===== src/rtl/umi_pkg.sv =====
// Shared UMI field layout, size limit and packet struct used by the packer and its skid buffer.
package umi_pkg;

    localparam int UMI_AW = 64;
    localparam int UMI_CW = 32;
    localparam int UMI_UW = 256;

    localparam int CMD_OPCODE_LSB  = 0;
    localparam int CMD_OPCODE_MSB  = 7;
    localparam int CMD_SIZE_LSB    = 8;
    localparam int CMD_SIZE_MSB    = 11;
    localparam int CMD_OPTIONS_LSB = 12;
    localparam int CMD_OPTIONS_MSB = 31;

    // log2 of the payload width in bytes; anything larger cannot be carried
    localparam logic [3:0] UMI_MAX_SIZE = 4'd5;

    typedef struct packed {
        logic [UMI_CW-1:0] cmd;
        logic [UMI_AW-1:0] dst;
        logic [UMI_AW-1:0] src;
        logic [UMI_UW-1:0] payload;
    } umi_pkt_t;

    // encoding is {main_v, skid_v}
    typedef enum logic [1:0] {
        BUF_EMPTY = 2'b00,
        BUF_ONE   = 2'b10,
        BUF_FULL  = 2'b11
    } buf_state_e;

    function automatic logic size_legal(input logic [3:0] size);
        return size <= UMI_MAX_SIZE;
    endfunction

endpackage


===== src/rtl/umi_pack.sv =====
// Combinational field-to-packet assembly. With UMI_PACK_MASK_EN defined, payload
// bytes beyond 2^size are zeroed; otherwise the payload passes through untouched.
module umi_pack
    import umi_pkg::*;
(
    input  logic [7:0]        command_i,
    input  logic [3:0]        size_i,
    input  logic [19:0]       options_i,
    input  logic [UMI_AW-1:0] dstaddr_i,
    input  logic [UMI_AW-1:0] srcaddr_i,
    input  logic [UMI_UW-1:0] data_i,
    output umi_pkt_t          pkt_o
);

    always_comb begin
        pkt_o = '0;
        pkt_o.cmd[CMD_OPCODE_MSB:CMD_OPCODE_LSB]   = command_i;
        pkt_o.cmd[CMD_SIZE_MSB:CMD_SIZE_LSB]       = size_i;
        pkt_o.cmd[CMD_OPTIONS_MSB:CMD_OPTIONS_LSB] = options_i;
        pkt_o.dst     = dstaddr_i;
        pkt_o.src     = srcaddr_i;
        pkt_o.payload = data_i;
`ifdef UMI_PACK_MASK_EN
        for (int b = 0; b < UMI_UW / 8; b++) begin
            if (b >= (1 << size_i)) begin
                pkt_o.payload[8*b +: 8] = 8'h00;
            end
        end
`endif
    end

endmodule


===== src/rtl/umi_pack_buf.sv =====
// Registered UMI packet packer with a two-entry skid buffer (registered in_ready).
// Optional payload byte masking is enabled by defining UMI_PACK_MASK_EN.
module umi_pack_buf
    import umi_pkg::*;
#(
    parameter int AW = 64,
    parameter int CW = 32,
    parameter int UW = 256
) (
    input  logic          clk,
    input  logic          nreset,
    input  logic          in_valid,
    output logic          in_ready,
    input  logic [7:0]    command,
    input  logic [3:0]    size,
    input  logic [19:0]   options,
    input  logic [AW-1:0] dstaddr,
    input  logic [AW-1:0] srcaddr,
    input  logic [UW-1:0] data,
    output logic          packet_valid,
    input  logic          packet_ready,
    output logic [CW-1:0] packet_cmd,
    output logic [AW-1:0] packet_dst_addr,
    output logic [AW-1:0] packet_src_addr,
    output logic [UW-1:0] packet_payload,
    output logic [15:0]   drop_count
);

    buf_state_e  state_q, state_d;
    umi_pkt_t    pkt_in;
    umi_pkt_t    main_q, main_d;
    umi_pkt_t    skid_q, skid_d;
    logic [15:0] drop_count_q, drop_count_d;
    logic        main_v, skid_v;
    logic        in_fire, acc, drop, pop;

    umi_pack u_pack (
        .command_i (command),
        .size_i    (size),
        .options_i (options),
        .dstaddr_i (dstaddr),
        .srcaddr_i (srcaddr),
        .data_i    (data),
        .pkt_o     (pkt_in)
    );

    assign main_v  = state_q[1];
    assign skid_v  = state_q[0];
    assign in_fire = in_valid & ~skid_v;
    assign acc     = in_fire & size_legal(size);
    assign drop    = in_fire & ~size_legal(size);
    assign pop     = main_v & packet_ready;

    // Illegal requests are consumed without touching the stored entries.
    always_comb begin
        state_d = state_q;
        main_d  = main_q;
        skid_d  = skid_q;
        unique case (state_q)
            BUF_EMPTY: begin
                if (acc) begin
                    state_d = BUF_ONE;
                    main_d  = pkt_in;
                end
            end
            BUF_ONE: begin
                if (acc && pop) begin
                    main_d = pkt_in;
                end else if (acc) begin
                    state_d = BUF_FULL;
                    skid_d  = pkt_in;
                end else if (pop) begin
                    state_d = BUF_EMPTY;
                end
            end
            BUF_FULL: begin
                if (pop) begin
                    state_d = BUF_ONE;
                    main_d  = skid_q;
                end
            end
            default: state_d = BUF_EMPTY;
        endcase
    end

    always_comb begin
        drop_count_d = drop_count_q;
        if (drop && (drop_count_q != 16'hFFFF)) begin
            drop_count_d = drop_count_q + 16'd1;
        end
    end

    always_ff @(posedge clk or negedge nreset) begin
        if (!nreset) begin
            state_q      <= BUF_EMPTY;
            main_q       <= '0;
            skid_q       <= '0;
            drop_count_q <= '0;
        end else begin
            state_q      <= state_d;
            main_q       <= main_d;
            skid_q       <= skid_d;
            drop_count_q <= drop_count_d;
        end
    end

    assign in_ready        = ~skid_v;
    assign packet_valid    = main_v;
    assign packet_cmd      = main_q.cmd;
    assign packet_dst_addr = main_q.dst;
    assign packet_src_addr = main_q.src;
    assign packet_payload  = main_q.payload;
    assign drop_count      = drop_count_q;

endmodule

===== config.mk =====
export PLATFORM = sky130hd
export DESIGN_NAME = umi_pack_buf
export DESIGN_NICKNAME = d
export VERILOG_FILES = /design/src/rtl/umi_pkg.sv /design/src/rtl/umi_pack.sv /design/src/rtl/umi_pack_buf.sv
export SDC_FILE = /design/constraint.sdc
export NUM_CORES = 1
export LEC_CHECK = 0
export BUFFER_PORTS_ARGS = -buffer_cell sky130_fd_sc_hd__buf_2
export CAP_MARGIN = 20
export CORE_AREA = 2 2 331 333
export DETAILED_ROUTE_END_ITERATION = 8
export DIE_AREA = 0 0 333 335
export GPL_TIMING_DRIVEN = 1
export HOLD_SLACK_MARGIN = 0.02
export PLACE_DENSITY = 0.58
export SLEW_MARGIN = 20
export SYNTH_ARGS = -nofsm -noshare
export SYNTH_HDL_FRONTEND = slang
export SYNTH_SLANG_ARGS = --single-unit

===== constraint.sdc =====
create_clock -name clk -period 1.95 [get_ports clk]
set_clock_uncertainty 0.2 [all_clocks]
set_input_delay 0.2925 -clock clk [delete_from_list [all_inputs] [get_ports clk]]
set_output_delay 0.2925 -clock clk [all_outputs]
set_load 0.01 [all_outputs]

# Word level (Yosys, flattened, before mapping)
# Cells that the tools add are included.
# op_classes
reduce_logical,7
magnitude_cmp,1
eq_ne,8
add_sub_neg,1
n_bitwise,7
muxes,10
# op_table
cell,n
416-bit two-way mux,3
416-bit one-hot mux with 3 select lines,1
16-bit by 1-bit adder with 16-bit output (second input constant),1
16-bit != test (second input constant),1
2-bit two-way mux,5
2-bit != test (second input constant),4
4-bit AND reduction,2
2-bit one-hot mux with 3 select lines,1
1-bit bitwise AND,4
2-bit equality test (second input constant),2
4-bit by 3-bit less-or-equal comparator with 1-bit output (second input constant),1
3-bit != test (second input constant),1
1-bit NOT,3
3-bit AND reduction,1
3-bit nonzero test,1
1-bit logical AND,2
2-bit logical NOT,1
# word_totals
word_cells,44
in_bits,420
out_inout_bits,434
regBits,850

# Longest topological paths before layout
# Gate-level depths: netlist (run 1).
# logic_depth
depth_word,6
mapped_depth,10
mapped_depth_nobuf,6

# By module
# Synthesis (run 1) repeated with hierarchy kept, for this count alone.
# hier_totals
cells_unflattened,2734
hier_area_um2,39868.2
# by_module_without_submodules
module,cells_each,instances,seq_area_each_um2,area_each_um2
umi_pack_buf,2318,1,21270.4,36745.2
umi_pack,416,1,0.0,3123.0

# Worst setup path after synthesis (run 1)
# No wires, ideal clock.
# synth_path
path_type,reg2reg
from,register state_q[1]
to,"register main_q, in the netlist packet_dst_addr[24]"
n_path_buf,4
path_stages_with_launch,8
synth_period_minus_slack_ns,2.157
required_ns,1.618
setup_ns,0.132
t_arrival_ns,1.825
setup_slack_ns,-0.207
path_cell_list,dfrtp_1 > ha_1 > buf_2 > buf_2 > buf_4 > clkbuf_1 > mux2i_1 > o21ai_1
# synth_between
elab_chain_cells,4
elab_cells_between_ends,11
classes_between,eq/ne: 5; mux: 1; bitwise: 1; reduce/logical: 4
# synth_rtl
element,line_no,source
"start, declared",umi_pack_buf.sv:29,"buf_state_e state_q, state_d;"
"start signal, assigned",umi_pack_buf.sv:100,state_q <= state_d;
1-bit bitwise AND,umi_pack_buf.sv:52,assign pop = main_v & packet_ready;
1-bit logical AND,umi_pack_buf.sv:67,if (acc && pop) begin
2-bit != test (no line),n/a,
4-bit AND reduction (no line),n/a,
"end signal, assigned",umi_pack_buf.sv:101,main_q <= main_d;
"end, declared",umi_pack_buf.sv:31,"umi_pkt_t main_q, main_d;"
# Parallel ways exist; a longest one is shown, timed or not.
# A chain may end at the register's enable or synchronous reset.

# Final worst setup path (run 1)
# layout_path
from,register state_q[0]
to,"register main_q, in the netlist packet_payload[150]"
# layout_between
elab_chain_cells,6
elab_cells_between_ends,13
classes_between,eq/ne: 5; mux: 1; bitwise: 3; reduce/logical: 4
# layout_rtl
element,line_no,source
1-bit NOT,umi_pack_buf.sv:49,assign in_fire = in_valid & ~skid_v;
1-bit bitwise AND,umi_pack_buf.sv:49,
1-bit bitwise AND,umi_pack_buf.sv:50,assign acc = in_fire & size_legal(size);
1-bit logical AND,umi_pack_buf.sv:67,
2-bit != test (no line),n/a,
4-bit AND reduction (no line),n/a,
# Parallel ways exist; a longest one is shown, timed or not.

==> metrics.md, run 1 <==
| Metric | Value |
|---|---|
| Outcome | `finished with violations` |
| Failing checks | `setup timing` |
| Clk pwr share | `23.0%` |
| RSZ-0062 raised after global routing | `yes` |
| Switching Share | `35.4%` |
| Die X | `333 um` |
| Core Area | `108000 um2` |
| Slew HR | `58.2%` |
| Post-DP HPWL | `71700 um` |
| Area of the mapped netlist | `35400 um2` |
| Routed wire per std cell | `18.3 um` |
| Drt drc | `0` |
| Clk slew on worst S/H paths | `0.06 ns` |
| Sequential share of power | `38.5%` |
| Final Hold Vio Count | `0` |
| Setup TNS Final | `-99.97 ns` |
| Syn avg cell area | `12.7 um2` |
| Total track usage | `17.9%` |
| Crit start category | `flip-flop` |
| CP required | `2.33 ns` |
| Fillers | `9817` |
| P per Cell Area | `1620 nW/um2` |
| Number of synthesized flops with an enable pin | `0` |
| Grt total ovfl | `0` |
| Slew Limit Fails | `0` |
| FP Rows | `121` |
| Cell variety after synth | `37` |
| Asr flop ratio synth | `100%` |
| Worst Path Arrival | `2.53 ns` |
| NumNets Final | `4571` |
| Syn. warnings | `0` |
| HP Class | `input port to asynchronous set/reset pin` |
| Vias post-DR | `26.3k` |
| Fin crit period | `2.15 ns` |
| DR iter-0 viols | `1096` |
| Max-Cap Viols | `0` |
| CTS tree | `yes` |
| Post-DRT Antenna Nets | `0` |
| Largest net degree at the start of global routing | `62` |
| P_int | `52400 uW` |
| Skew-Pair Late Insertion Delay | `0.67 ns` |
| Mapped Cells | `2777` |
| Largest area contributor in the netlist | `dfrtp_1` |
| Vias in the first global route | `27.1k` |
| RePlAce Congestion | `0.807` |
| I/O pins | `854` |
| Initial antenna violation count | `7` |
| Starting Density | `32.7%` |
| Ys flop type | `dfrtp_1` |
| Tcrit/Tclk final | `110%` |
| Comb pwr share | `38.5%` |
| DR pass1 iterations | `5` |
| Synth Net Count | `3202` |
| Synth area leaders | `dfrtp_1, mux2_2, mux2i_1, o21ai_1, nand2_1` |
| Slew @ Worst Pin | `0.625 ns` |
| Sequential element share of the synthesized area | `60.1%` |
| Maximum VDD drop | `0.00100 V` |
| Psw | `28700 uW` |
| Crit path kind | `flip-flop to flip-flop` |
| Power Total | `81100 uW` |
| Worst setup margin | `-0.200 ns` |
| H-Tree Depth | `3` |
| Clock Tree Buf Depth | `3` |
| DRT Wirelength | `103000 um` |
| CP Capture Type | `flip-flop` |
| CTS Buf Count | `92` |
| Static Leakage | `0.0231 uW` |
| Crit path max fanout | `30` |
| Yosys reg bits | `850` |
| First-pass GRT wire length | `157000 um` |
| Port Buffer Count | `853` |
| Die area | `112000 um2` |
| Root buffer cell | `clkbuf_16` |
| P&R area growth vs syn | `41.8%` |
| Clk sinks | `850` |
| Layout cells sized above 1 | `38.4%` |
| Final setup fails | `840` |
| Maximum clock rate | `0.465 GHz` |
| Die Y-Extent | `335 um` |
| Top cell type's share of synthesized area | `60.1%` |
| Post-DR vias/cell | `4.66` |
-- layout by cell type, fill, tap and decap left out, types with 6 or more instances in the layout --
master,synthesis,layout
nand3_1,7,6
clkinv_2,0,25
bufinv_16,0,10
buf_16,0,8
clkbuf_16,0,99
buf_12,0,45
mux2_2,408,408
mux2i_1,416,416
clkbuf_8,0,22
xor2_1,9,9
mux2_1,9,9
dfrtp_1,850,848
diode_2,0,6
o21ai_0,35,33
dlygate4sd3_1,0,420
nand2_1,423,423
clkbuf_1,89,12
o21ai_1,382,384
buf_4,1,115
buf_6,46,16
buf_2,48,852
-- layout make-up --
type,count,area [um2],area share [%]
clock buffer,129,2730,5.43
tap,1414,1770,3.53
clock inverter,43,558,1.11
sequential,850,21300,42.4
antenna,6,15.0,0.0299
inverter,5,18.8,0.0374
multi-input combinational,1736,13100,26.0
timing repair buffer,1461,10700,21.4
-- per-layer routing --
| layer | track usage, % | part of all wire, % | vias to the layer above |
|---|---|---|---|
| met3 | 4.76 | 6.5 | 188 |
| met2 | 30.3 | 49 | 706 |
| met1 | 21.8 | 41 | 13000 |
| li1 | - | - | 12400 |
| met4 | 6.68 | 3.3 | 4 |
| met5 | 0 | 0.027 | - |
-- critical path, stage by stage (launching register included) --
cell       delay, ns
dfrtp_2         0.44
nand2b_4        0.20
o31ai_4         0.25
nand4b_1        0.14
buf_6           0.17
buf_12          0.17
clkbuf_16       0.26
o21ai_1         0.16
-- cells by family (layout without fill, tap and decap cells) --
logic type	after synthesis	in the layout	share of synthesized area, %
flip-flops	850	850	60.1
adder cells (fa/ha/maj)	5	5	0.177
AO/OA/AOI/OAI	428	428	6.11
multiplexers	833	833	25.0
AND/OR/NAND/NOR	456	456	5.01
buffers and inverters	191	1638	3.18
XOR/XNOR	14	14	0.347
other	0	6	0
-- cell usage after synthesis (2+ instances only) --
cell and n:
o21ai_1 382, nor2_1 4, mux2_2 408, a21oi_1 3
xnor2_1 5, nand3_1 7, mux2_1 9, xor2_1 9
o21ai_0 35, buf_6 46, dfrtp_1 850, a31oi_1 2
nand4_1 5, nor3_1 7, clkbuf_1 89, nand2_1 423
ha_1 5, buf_2 48, nor2b_1 2, buf_1 2
mux2i_1 416, inv_1 5
-- path summary, 6_finish.rpt --
check | from | to | slack (ns) | cells after the start
hold reg to reg | packet_cmd[1]$_DFFE_PN0P_ | packet_cmd[1]$_DFFE_PN0P_ | 0.27 | 2
hold / removal | nreset | packet_payload[211]$_DFFE_PN0P_ | 0.08 | 3
setup reg to reg | state_q[0]$_DFFE_PN0P_ | packet_payload[150]$_DFFE_PN0P_ | -0.20 | 7
min in group clk | dstaddr[20] | skid_q[340]$_DFFE_PN0P_ | 0.20 | 3
max in group asynchronous | nreset | packet_src_addr[1]$_DFFE_PN0P_ | 0.45 | 3
setup / recovery | state_q[0]$_DFFE_PN0P_ | packet_payload[150]$_DFFE_PN0P_ | -0.20 | 7
-- flip-flops by register name, indices dropped and copies added (netlist names) --
signal	flops
drop_count	16
packet_cmd	32
packet_dst_addr	64
packet_payload	256
packet_src_addr	64
skid_q	416
state_q	2
-- timing repair --
action                                  4_1_cts  5_1_grt
pin swaps                                     1        0
resized for setup                            41        6
hold endpoints to repair                   1684        0
buffers inserted                              5        0
cloned                                        5        6
hold buffers                                420        0
endpoints found under the setup margin      833      849
-- power by group through the flow --
stage | clock network, uW | registers, uW | logic (uW)
global placement | 0 | 31100 | 28100
floorplan | 0 | 32400 | 17100
detailed placement | 0 | 31400 | 28800
finish | 18700 | 31200 | 31200
global route | 19900 | 32200 | 34300
CTS | 19200 | 31200 | 30900
-- stage by stage --
step                      util, %  hold WS, ns  std cells  setup WS (ns)  area (um2)
after floorplan                 -       -0.203       2777        -0.0812       35500
after global placement       39.0      -0.0295       5030         -0.228       42200
after detailed placement     39.0      -0.0261       5030         -0.278       42200
after CTS                    46.2       0.0248       5632         -0.186       50000
after global routing         46.4       0.0518       5643         -0.295       50200
final                        46.4       0.0844       5644         -0.200       50200
Note: power is estimated with default switching activity, not from simulation.
==> run 2: changes to the inputs <==
--- a/config.mk
+++ b/config.mk
@@ -7,12 +7,14 @@
 export LEC_CHECK = 0
 export BUFFER_PORTS_ARGS = -buffer_cell sky130_fd_sc_hd__buf_2
 export CAP_MARGIN = 20
-export CORE_AREA = 2 2 331 333
+export CELL_PAD_IN_SITES_DETAIL_PLACEMENT = 1
+export CELL_PAD_IN_SITES_GLOBAL_PLACEMENT = 2
+export CORE_MARGIN = 2
+export CORE_UTILIZATION = 32
 export DETAILED_ROUTE_END_ITERATION = 8
-export DIE_AREA = 0 0 333 335
 export GPL_TIMING_DRIVEN = 1
 export HOLD_SLACK_MARGIN = 0.02
-export PLACE_DENSITY = 0.58
+export PLACE_DENSITY = 0.79
 export SLEW_MARGIN = 20
 export SYNTH_ARGS = -nofsm -noshare
 export SYNTH_HDL_FRONTEND = slang
==> run 2 against run 1 <==
Compared with the run above:
- the flow still finishes with violations (setup timing)
- sequential power is 1% higher
- final cell count rose by 1.9%
- power grew 6.9%
- global-route usage is 3.0 points higher
- routed wire length increased by 22%
- highest routed layer unchanged
- core utilization grew 0.49 points
- non-clock buffer count increased by 36
- register-to-register slack got worse by 0.22 ns
- largest cell class unchanged
- first-iteration DRC count is 6.2% higher
==> metrics.md, run 2 (synthesis gave the netlist of run 1 again) <==
| Metric | Value |
|---|---|
| Max reg flops | `416` |
| Post-DRT Antenna Nets | `0` |
| R2R cell count | `7` |
| Slew HR | `47.2%` |
| Hold Crit Depth | `5` |
| RePlAce Congestion | `0.811` |
| Starting Density | `32.4%` |
| Core Area | `109000 um2` |
| Leading cell type in the layout, fill and taps excluded | `buf_2` |
| RSZ-0062 raised after global routing | `yes` |
| Core Util, Final | `46.9%` |
| Worst r2r dst | `packet_payload[229]$_DFFE_PN0P_` |
| Maximum VDD drop | `0.00117 V` |
| Post-DP HPWL | `79900 um` |
| Tcrit/Tclk final | `122%` |
| CP peak stage delay | `0.43 ns` |
| Switching Share | `37.1%` |
| Port Buffer Count | `853` |
| Die X | `336 um` |
| Clk sinks | `850` |
| R2R Setup Slk | `-0.42 ns` |
| Fin crit period | `2.37 ns` |
| Most frequent cells in the layout | `buf_2, dfrtp_1, dlygate4sd3_1` |
| Psw | `32200 uW` |
| CTS Buf Count | `97` |
| Final setup fails | `812` |
| Worst hold endpoint | `drop_count[2]$_DFFE_PN0P_` |
| CP cell instances | `nand2b_4 -> o31ai_1 -> nand4b_1 -> buf_4 -> clkbuf_16 -> clkbuf_16 -> o21ai_1` |
| Crit path kind | `flip-flop to flip-flop` |
| Clk pwr share | `20.8%` |
| DR iter-0 viols | `1164` |
| Worst setup margin | `-0.421 ns` |
| CP Capture Type | `flip-flop` |
| CTS tree | `yes` |
| Post-DR vias/cell | `4.84` |
| DRT Wirelength | `126000 um` |
| Hold Path Origin | `size[3]` |
| Max-Cap Viols | `0` |
| Crit start category | `flip-flop` |
| CP required | `2.28 ns` |
| Maximum clock rate | `0.422 GHz` |
| Vias in the first global route | `30.9k` |
| First-pass GRT wire length | `184000 um` |
| Grt total ovfl | `0` |
| Crit Reg-Reg Startpoint | `state_q[0]$_DFFE_PN0P_` |
| Comb pwr share | `42.7%` |
| Power Total | `86700 uW` |
| Routed wire per std cell | `21.9 um` |
| Root buffer cell | `clkbuf_16` |
| Worst slack at placement | `-0.338 ns` |
| H-Tree Depth | `3` |
| P_int | `54500 uW` |
| Hold_ws | `0.187 ns` |
| P&R area growth vs syn | `44.9%` |
| Clk slew on worst S/H paths | `0.07 ns` |
| Fillers | `11.7k` |
| I/O pins | `854` |
| Skew-Pair Late Insertion Delay | `0.66 ns` |
| Sequential share of power | `36.5%` |
| DR pass1 iterations | `5` |
| FP Rows | `121` |
| Slew Limit Fails | `0` |
| Vias post-DR | `27.8k` |
| Crit path max fanout | `13` |
| HP Class | `input port to flip-flop` |
| CP dominant cell by count | `clkbuf_16` |
| Layout cells sized above 1 | `39.9%` |
| NumNets Final | `4612` |
| Total track usage | `20.9%` |
| Setup TNS Final | `-116.14 ns` |
| Die area | `113000 um2` |
| Die Y-Extent | `336 um` |
| P per Cell Area | `1690 nW/um2` |
| Initial antenna violation count | `19` |
| Failing checks | `setup timing` |
| Biggest register | `skid_q` |
| Slew @ Worst Pin | `0.789 ns` |
| Crit-path slowest cell | `dfrtp_2` |
| Static Leakage | `0.0235 uW` |
| Final Hold Vio Count | `0` |
| Drt drc | `0` |
| Clock Tree Buf Depth | `3` |
| Largest net degree at the start of global routing | `93` |
| Worst Path Arrival | `2.70 ns` |
| Outcome | `finished with violations` |
## run 2: how the worst max path moves through the flow
stage	start	end	slack, ns	cells past startpoint
after global routing	state_q[0]$_DFFE_PN0P_	packet_payload[229]$_DFFE_PN0P_	-0.48	7
after global placement	size[1]	packet_payload[13]$_DFFE_PN0P_	-0.22	8
after CTS	state_q[0]$_DFFE_PN0P_	packet_payload[25]$_DFFE_PN0P_	-0.20	10
after detailed placement	state_q[1]$_DFFE_PN0P_	packet_payload[72]$_DFFE_PN0P_	-0.34	7
after floorplan	state_q[1]$_DFFE_PN0P_	packet_cmd[17]$_DFFE_PN0P_	-0.08	10
final	state_q[0]$_DFFE_PN0P_	packet_payload[229]$_DFFE_PN0P_	-0.42	7
## run 2: through the flow
stage,instances,cell area (um2)
2_1_floorplan,2777,35500
3_3_place_gp,5094,42400
3_5_place_dp,5094,42400
4_1_cts,5702,50400
5_1_grt,5746,51200
6_report,5750,51300
## run 2: power groups by stage
stage / clock network, uW / logic (uW) / registers (uW)
detailed placement: 0 / 29500 / 31400
finish: 18100 / 37000 / 31600
global placement: 0 / 28500 / 31000
CTS: 18500 / 33800 / 31200
floorplan: 0 / 17100 / 32400
global route: 19200 / 40100 / 32500
## run 2: critical path, delay by kind of cell, from the launching register on
family,cells,cell delay (ns)
compound gates,2,0.63
buf+inv,3,0.64
flops,1,0.43
simple gates,2,0.33
## run 2: metal layers
metal  vias to the layer above  GRT usage, %  wire, um
met5                         -             0        27
met4                         4          10.4      6430
met3                       292          5.10      7440
met2                       819          37.2     64400
met1                     14200          23.3     47800
li1                      12500             -         -
## run 2: timing repair
action	CTS	global route
setup endpoints to repair	819	852
endpoints found under the hold margin	1676	0
hold buffers	419	0
cloned	16	24
setup buffers	8	3
pin swaps	2	16
resized for setup	68	78
## run 2: area by class of cell
cell class	count	area (um2)	share of cell area, %
Antenna cell	21	52.6	0.103
Clock buffer	146	2830	5.53
Timing Repair Buffer	1497	11700	22.8
Inverter	5	18.8	0.0366
Tap cell	1476	1850	3.60
Multi-Input combinational cell	1736	13300	25.9
Clock inverter	19	263	0.513
Sequential cell	850	21300	41.5
==> run 3: changes to the inputs <==
--- a/config.mk
+++ b/config.mk
@@ -9,12 +9,12 @@
 export CAP_MARGIN = 20
 export CELL_PAD_IN_SITES_DETAIL_PLACEMENT = 1
 export CELL_PAD_IN_SITES_GLOBAL_PLACEMENT = 2
-export CORE_MARGIN = 2
-export CORE_UTILIZATION = 32
+export CORE_AREA = 2 2 331 333
 export DETAILED_ROUTE_END_ITERATION = 8
+export DIE_AREA = 0 0 333 335
 export GPL_TIMING_DRIVEN = 1
 export HOLD_SLACK_MARGIN = 0.02
-export PLACE_DENSITY = 0.79
+export PLACE_DENSITY = 0.78
 export SLEW_MARGIN = 20
 export SYNTH_ARGS = -nofsm -noshare
 export SYNTH_HDL_FRONTEND = slang
==> constraint.sdc (replaced) <==
create_clock -name clk -period 2.38 [get_ports clk]
set_clock_uncertainty 0.2 [all_clocks]
set_input_delay 0.357 -clock clk [delete_from_list [all_inputs] [get_ports clk]]
set_output_delay 0.357 -clock clk [all_outputs]
set_load 0.01 [all_outputs]
==> run 3 against run 2 <==
Compared with the run above:
- the run now ends clean
- power is 24% lower
- routed wire length fell by 8.6%
- register-to-register slack improved by 0.49 ns
- sequential share of layout area increased by 1.5 points
- combinational power down 33%
- core utilization is 1.2 points lower
- sequential cell count did not move
- final cell count shrank 2.9%
- worst setup slack better by 0.49 ns
- via count fell by 4.0%
- maximum frequency rose by 2.8%
- clock power decreased by 14%
==> metrics.md, run 3 (synthesis gave the netlist of run 1 again) <==
| Metric | Value |
|---|---|
| Die Y-Extent | `335 um` |
| Hold_ws | `0.112 ns` |
| CP required | `2.70 ns` |
| Post-DP HPWL | `77800 um` |
| Die area | `112000 um2` |
| R2R cell count | `9` |
| Grt total ovfl | `0` |
| DRT Wirelength | `115000 um` |
| HP Class | `input port to flip-flop` |
| Initial antenna violation count | `20` |
| CP Capture Type | `flip-flop` |
| Final setup fails | `0` |
| Clock Tree Buf Depth | `3` |
| Worst slack at placement | `0.00804 ns` |
| Outcome | `completed` |
| Skew-Pair Late Insertion Delay | `0.66 ns` |
| Tcrit/Tclk final | `96.9%` |
| Multi-input gate area | `13000 um2` |
| Core Util, Final | `45.7%` |
| Die X | `333 um` |
| Worst Path Arrival | `2.63 ns` |
| Setup TNS Final | `0 ns` |
| Total track usage | `19.9%` |
| Port Buffer Count | `853` |
| Post-DR vias/cell | `4.78` |
| CTS tree | `yes` |
| Starting Density | `32.7%` |
| Routed wire per std cell | `20.6 um` |
| P per Cell Area | `1340 nW/um2` |
| Vias in the first global route | `29.1k` |
| Final Hold Vio Count | `0` |
| Maximum VDD drop | `0.000790 V` |
| Crit path max fanout | `60` |
| Slew Limit Fails | `0` |
| Biggest register | `skid_q` |
| CTS Buf Count | `96` |
| Worst path top cell family by delay | `buffers and inverters` |
| Static Leakage | `0.0226 uW` |
| Vias post-DR | `26.7k` |
| Maximum clock rate | `0.434 GHz` |
| DR pass1 iterations | `4` |
| I/O pins | `854` |
| Largest net degree at the start of global routing | `120` |
| Post-DRT Antenna Nets | `0` |
| WP buf/inv | `4` |
| FP Rows | `121` |
| Stages on worst setup path | `9` |
| Slew @ Worst Pin | `0.682 ns` |
| NumNets Final | `4501` |
| FF/Latch Area | `21300 um2` |
| CP peak stage delay | `0.42 ns` |
| Layout cells sized above 1 | `37.1%` |
| CP cell instances | `inv_1 -> ha_1 -> a22oi_1 -> nand4b_1 -> buf_4 -> buf_8 -> buf_16 -> nand2_1 -> o21ai_1` |
| RePlAce Congestion | `0.786` |
| First-pass GRT wire length | `173000 um` |
| Core Area | `108000 um2` |
| H-Tree Depth | `3` |
| Fin crit period | `2.31 ns` |
| Clk slew on worst S/H paths | `0.06 ns` |
| P&R area growth vs syn | `39.7%` |
| Root buffer cell | `clkbuf_16` |
| DR iter-0 viols | `1015` |
| Drt drc | `0` |
| Max-Cap Viols | `0` |
| Crit-path slowest cell | `dfrtp_2` |
| Slew HR | `54.5%` |
| Clk sinks | `850` |
| Hold Crit Depth | `6` |
| Crit path kind | `flip-flop to flip-flop` |
| Leading cell type in the layout, fill and taps excluded | `buf_2` |
| Max reg flops | `416` |
| Most frequent cells in the layout | `buf_2, dfrtp_1, nand2_1` |
| Worst setup margin | `0.0738 ns` |
| Crit start category | `flip-flop` |
| Fillers | `11.6k` |
==> run 3: changes by cell type in the layout (fill, tap and decap cells not counted), moves of 8 or more <==
cell / delta
buf_4: -52
o21ai_2: -33
nand2_1: +30
o21ai_1: +25
buf_16: -24
nand2_2: -22
clkbuf_16: -12
buf_12: -10
buf_6: -10
clkbuf_1: -8
clkinv_2: +8
nand2_4: -8
o21ai_0: +8
==> run 3: timing repair <==
item,CTS,global route
endpoints found under the hold margin,1316,0
setup endpoints to repair,2,263
hold buffers,418,0
buffers inserted,0,2
pin swaps,0,1
resized for setup,0,15
cloned,0,5
==> run 3: worst min-delay path, delay by kind of cell <==
kind / cells / cell delay [ns]
buffers and inverters: 1 / 0.10
AO/OA/AOI/OAI: 3 / 0.28
AND/OR/NAND/NOR: 2 / 0.18
==> run 3: where the power goes <==
part / internal [uW] / switching (uW)
clock: 9200 / 6250
combinational: 11000 / 13800
sequential: 21800 / 3990
total: 41900 / 24100
==> run 3: per-layer routing <==
metal / up-vias / routed length (um) / track usage, %
li1: 12300 / - / -
met1: 13400 / 45800 / 23.4
met2: 763 / 56500 / 33.8
met3: 237 / 7540 / 5.38
met4: 12 / 5270 / 9.66
met5: - / 85 / 0
==> run 3: worst paths after layout <==
path                                                start                         endpoint  slack [ns]
min in group asynchronous                          nreset  packet_src_addr[38]$_DFFE_PN0P_        0.12
hold / removal                               packet_ready           state_q[0]$_DFFE_PN0P_        0.11
setup reg to reg                   state_q[1]$_DFFE_PN0P_  packet_payload[173]$_DFFE_PN0P_        0.07
setup / recovery                   state_q[1]$_DFFE_PN0P_  packet_payload[173]$_DFFE_PN0P_        0.07
max in group asynchronous                          nreset   packet_payload[49]$_DFFE_PN0P_        1.01
hold reg to reg            packet_dst_addr[9]$_DFFE_PN0P_   packet_dst_addr[9]$_DFFE_PN0P_        0.28
==> run 3: final cells by class <==
cell class              count  area share, %
clock inverters            33          0.843
well taps                1414           3.58
flip-flops and latches    850           43.0
clock buffers             145           5.87
repair buffers           1387           20.2
inverters                   5         0.0380
multi-input cells        1736           26.3
diodes                     14         0.0709
==> run 3: through the flow <==
| step | cells | power (uW) | instance area [um2] |
|---|---|---|---|
| 2_1_floorplan | 2777 | 40400 | 35400 |
| 3_3_place_gp | 4967 | 48200 | 41700 |
| 3_5_place_dp | 4967 | 49300 | 41700 |
| 4_1_cts | 5563 | 65700 | 49200 |
| 5_1_grt | 5584 | 70300 | 49400 |
| 6_report | 5584 | 66000 | 49400 |
